$ cat src/rtl/aes_reseed_ctrl.sv
// Purpose: gates user encryptions to the masked AES core and forces a PRNG reseed after MAX_ENC accepts.
// Latency: zero; all handshakes are combinational pass-throughs selected by the FSM state.
// Backpressure: in_ready follows core_in_ready in RUN only; src_seed_ready follows core_seed_ready in SEED only.
// Build option: define AES_RESEED_FORCE_EN to add the force_reseed input (early reseed request).
module aes_reseed_ctrl #(
   parameter  int MAX_ENC = 1024,
   localparam int CW      = $clog2(MAX_ENC + 1)
) (
   input  logic          clk,
   input  logic          rst,
   input  logic          in_valid,
   output logic          in_ready,
   output logic          core_in_valid,
   input  logic          core_in_ready,
   input  logic          core_busy,
   input  logic          src_seed_valid,
   output logic          src_seed_ready,
   input  logic [79:0]   src_seed,
   output logic          core_seed_valid,
   input  logic          core_seed_ready,
   output logic [79:0]   core_seed,
`ifdef AES_RESEED_FORCE_EN
   input  logic          force_reseed,
`endif
   output logic          need_reseed,
   output logic [CW-1:0] enc_count
);

   typedef enum logic [1:0] {
      RUN   = 2'd0,
      DRAIN = 2'd1,
      SEED  = 2'd2
   } state_t;

   localparam logic [CW-1:0] MAX_CNT  = CW'(MAX_ENC);
   localparam logic [CW-1:0] LAST_CNT = CW'(MAX_ENC - 1);

   state_t        state;
   state_t        state_nxt;
   logic [CW-1:0] count_nxt;
   logic          accept;
   logic          seed_hs;
   logic          force_req;

`ifdef AES_RESEED_FORCE_EN
   assign force_req = force_reseed;
`else
   assign force_req = 1'b0;
`endif

   // Seed data is a pure wire; only its valid is qualified by the state.
   assign core_seed = src_seed;

   // Next-state, counter update and handshake steering for the current state.
   always_comb begin
      state_nxt       = state;
      count_nxt       = enc_count;
      in_ready        = 1'b0;
      core_in_valid   = 1'b0;
      src_seed_ready  = 1'b0;
      core_seed_valid = 1'b0;
      need_reseed     = 1'b1;
      accept          = 1'b0;
      seed_hs         = 1'b0;
      case (state)
         RUN: begin
            need_reseed   = 1'b0;
            core_in_valid = in_valid;
            in_ready      = core_in_ready;
            accept        = in_valid & core_in_ready;
            // Saturate rather than wrap; the budget check below leaves RUN first anyway.
            if (accept && (enc_count != MAX_CNT)) begin
               count_nxt = enc_count + CW'(1);
            end
            if ((accept && (enc_count == LAST_CNT)) || (enc_count == MAX_CNT) || force_req) begin
               state_nxt = DRAIN;
            end
         end
         DRAIN: begin
            // Wait for the core to finish in-flight work before swapping masks.
            if (!core_busy) begin
               state_nxt = SEED;
            end
         end
         SEED: begin
            core_seed_valid = src_seed_valid;
            src_seed_ready  = core_seed_ready;
            seed_hs         = src_seed_valid & core_seed_ready;
            if (seed_hs) begin
               state_nxt = RUN;
               count_nxt = '0;
            end
         end
         default: begin
            state_nxt = SEED;
            count_nxt = '0;
         end
      endcase
   end

   // State and budget counter; reset parks in SEED so nothing runs unseeded.
   always_ff @(posedge clk) begin
      if (rst) begin
         state     <= SEED;
         enc_count <= '0;
      end else begin
         state     <= state_nxt;
         enc_count <= count_nxt;
      end
   end

endmodule

$ cat config.mk
export PLATFORM = sky130hd
export DESIGN_NAME = aes_reseed_ctrl
export DESIGN_NICKNAME = d
export VERILOG_FILES = /design/src/rtl/aes_reseed_ctrl.sv
export SDC_FILE = /design/constraint.sdc
export NUM_CORES = 1
export LEC_CHECK = 0
export BUFFER_PORTS_ARGS = -buffer_cell sky130_fd_sc_hd__buf_4
export CAP_MARGIN = 20
export CORE_AREA = 2 2 71 73
export CTS_CLUSTER_SIZE = 25
export DETAILED_ROUTE_END_ITERATION = 6
export DIE_AREA = 0 0 73 75
export HOLD_SLACK_MARGIN = 0.05
export PLACE_DENSITY = 0.77
export RECOVER_POWER = 100
export SLEW_MARGIN = 20
export SYNTH_ARGS = -nofsm -noshare
export SYNTH_HDL_FRONTEND = slang
export SYNTH_SLANG_ARGS = --single-unit
$ cat constraint.sdc
create_clock -name clk -period 2 [get_ports clk]
set_input_delay 0.4 -clock clk [delete_from_list [all_inputs] [get_ports clk]]
set_output_delay 0.4 -clock clk [all_outputs]
set_load 0.02 [all_outputs]
==> impl_results.md <==
- Run status: completed
- Internal cell power: about 0.43 mW
- Unrepaired setup endpoints after global routing: no
- Hold path startpoint: rst
- Synthesized area per cell: ~7.9 um2
- CTS tree: yes
- Growth of design area from synthesis to finish: -29.7%
- Post-CTS resize count: 0
- Share of the core filled with cells: between 20% and 30%
- Hold Crit Endpoint: enc_count[0]
- Min-delay worst type: in2reg
- Setup Buffers After CTS: 0
- Power share of the clock group: around two fifths
- Global routing usage summed across all routing layers: about a tenth
- Max stage delay cell, worst path: sky130_fd_sc_hd__or4_1
- Count of cells along the worst hold path: 2
- Category of cells accounting for the largest share of critical-path delay: simple AND/OR/NAND/NOR gates
- Largest fanout of any net on the critical path: 5
- First-pass GRT wire length: 4220 um
- Ordered list of cells on the worst path: ha_2 > nand4_1 > or3_1 > or4_1 > a21oi_1
- Final Cell Area: ~970 um2
- Shortest period the worst path allows: between 1500 and 2000 ps
- H-Tree Level Count: 1
- Worst-case clock buffer depth: 2
- Register-to-Register Path Depth: 5
- Core box area: ~4700 um2
- Final setup violation count: 0
- Hold violation count in the final report: 0
- Vias: approximately 900
- Number of max-capacitance violations reported: 0
- Register area share after synthesis: between 10% and 20%
- # DRC: 0
- Peak per-stage delay on the critical path: 410 ps
- Initial DRT Pass Iterations: 4
- Last weighted congestion value of the routability-driven placer: between 0.8 and 0.9
- Reg2reg end: enc_count[10]
- Worst Slack Setup Final: between 100 and 150 ps
- Filler cell count: about 530
- Tightest Pin Transition: about 610 ps
- Post-route clock period utilization: between 90 and 100%
- Gate Count Post-Synth: ~170
- Cell count along the critical path: 5
- Average detailed-routed wire length per instance: 15.9 um
- Register bit total from synthesis: 13
- Placed Instances: 165
- Overall Power: 0.557 mW
- Die outline area: approximately 5500 um2
- Commonest cells after routing, fill and taps aside: sky130_fd_sc_hd__clkbuf_1 (16), sky130_fd_sc_hd__dfxtp_1 (13), sky130_fd_sc_hd__a21oi_1 (10), sky130_fd_sc_hd__inv_1 (7), sky130_fd_sc_hd__buf_4 (7)
- Worst slack after detailed placement: 144 ps
- Clock Skews: 0.881 ps
- Clk Tree Root Cell: sky130_fd_sc_hd__clkbuf_8
- Max-slew violation count: 0
- Num CTS Buffers: 3
- Synthesis warning total: 0
- Switching part of the total power: 23.7%
- Grt total ovfl: 0
- Iteration-0 DRC count of the detailed router: 25
- Synthesized net count: 262
- Buffers added on ports: 22
- Cell area after synthesis: 1370 um2
- Number of hold buffers added after CTS: 0
- Seq pwr share: a little under half
- TritonCTS sink count: 13
- Number of antenna violations at the first check in global routing: 0
- Diode count: 0
- Detail Route Antenna Nets: 0
- Most frequent standard cell in the layout excluding fill and tap cells: sky130_fd_sc_hd__clkbuf_1
- Peak clock frequency supported by timing: 0.537 GHz
- Insertion delay of the later-clocked pin in the worst-skew pair: 240 ps
- Endpoint kind of the worst setup timing path: flip-flop
- Initial Util: between 20 and 30%
- Worst reg2reg path startpoint: enc_count[0]
- Reg area: about 260 um2
- Distinct cell type count after synthesis: 35
- Worst max-slew margin expressed relative to the limit: 58.8%
- Count of buffering cells on the critical path with inverters included: 0
- P_sw: roughly 0.13 mW
- Area of the multi-input gates: 458 um2
- Top Ports: about 180
- Worst endpoint data arrival time: slightly above 2000 ps
- Standard-cell row count: 25
- Static leakage: 0.297 nW
- Launching element type of the critical path: flip-flop
- Detailed Route WL: between 2000 and 3000 um
- Reg clk slew, reported paths: about 50 ps
- Pin count of the biggest net entering global routing: 15
- Die W: 73 um
- Worst setup slack for register-to-register paths: about 140 ps
- Via-per-instance ratio: a little over 5
- Worst IR drop on VDD: about 0.26 mV
- Vias in the first global route: between 800 and 900
- NumNets Final: between 200 and 250
- Number of cells in the finished layout apart from fillers: ~170
- Crit Path Class: reg2reg
- TNS Setup: 0 ps
- Combinational fraction of design power: between 10% and 20%
- Final Hold Slack: 361 ps
- Worst path required time: 2160 ps
- Post-Place Cell Area: between 900 and 1000 um2
- Total power density per cell area: 576 nW/um2
- Fraction of layout cells with a size suffix above 1: between 10% and 20%
- Total half-perimeter wirelength after legalization and detailed placement: about 2100 um
- Vert. Die Dim: approximately 75 um
## Yosys cell counts, drive strengths merged
cell     n  share of area [%]
a21o     2                1.1
nor2b    2               0.91
nor2     3               0.82
inv      7                1.9
nand2b   2               0.91
a21oi   10                3.6
a211oi   1               0.55
or4      3                1.6
o211ai   2                1.1
or4b     2                1.5
nand4    6                2.7
and3b    2                1.3
dfxtp   13                 19
nand2    4                1.1
or3      3                1.7
xnor2    1               0.64
and4     1               0.64
o31ai    3                1.6
o21a     1               0.55
nand3    3                1.1
ha       2                1.8
buf     82                 45
a21boi   1                1.4
nor4     4                1.8
o41ai    2                1.3
nor3     2               0.73
or2      1               0.46
o31a     2                1.3
and2     2               0.91
clkbuf   2               0.55
o22ai    1               0.46
o21ai    1               0.36
## power groups by stage
stage	sequential (mW)	combinational, mW	clock (mW)
4_1_cts	0.265	0.0715	0.234
5_1_grt	0.266	0.0681	0.247
2_1_floorplan	0.271	0.275	0
6_report	0.265	0.0617	0.230
3_3_place_gp	0.271	0.0710	0
3_5_place_dp	0.271	0.0712	0
## sequential cells by signal (all words and copies together) (netlist names)
register   flops
state          2
enc_count     11
## worst register-to-register path, cell delays in order, from the launching register on
cell and delay (ps):
sky130_fd_sc_hd__dfxtp_1 400, sky130_fd_sc_hd__ha_2 250, sky130_fd_sc_hd__nand4_1 170, sky130_fd_sc_hd__or3_1 390, sky130_fd_sc_hd__or4_1 410, sky130_fd_sc_hd__a21oi_1 170
## worst max-delay path by stage
| stage | from | end |
|---|---|---|
| final | enc_count[0] | enc_count[10] |
| after global routing | enc_count[0] | enc_count[10] |
| after CTS | enc_count[0] | enc_count[10] |
| after detailed placement | enc_count[0] | enc_count[10] |
| after global placement | in_valid | enc_count[8] |
| after floorplan | enc_count[0] | enc_count[10] |
## per-layer routing
metal | wire, um | up-vias | GRT usage, %
met5 | 0 | - | 0
li1 | - | 398 | -
met4 | 67 | 0 | 7.20
met3 | 303 | 12 | 3.61
met1 | 1010 | 391 | 10.8
met2 | 1310 | 73 | 15.5
## area by class of cell
cell class | count | area share [%]
inverter | 7 | 2.72
clock buffer | 4 | 4.66
timing repair buffer | 22 | 11.3
tap | 54 | 6.99
multi-input combinational | 69 | 47.4
sequential | 13 | 26.9
## logic make-up after synthesis
| kind of cell | count (synthesis) | share of synthesized area, % |
|---|---|---|
| buffers and inverters | 91 | 47.1 |
| and+or+nand+nor | 40 | 18.2 |
| AOI/OAI and AO/OA | 26 | 13.3 |
| DFF | 13 | 18.9 |
| adders and majority gates | 2 | 1.82 |
| xor gates and xnor gates | 1 | 0.638 |
(Power assumes the default switching activity.)
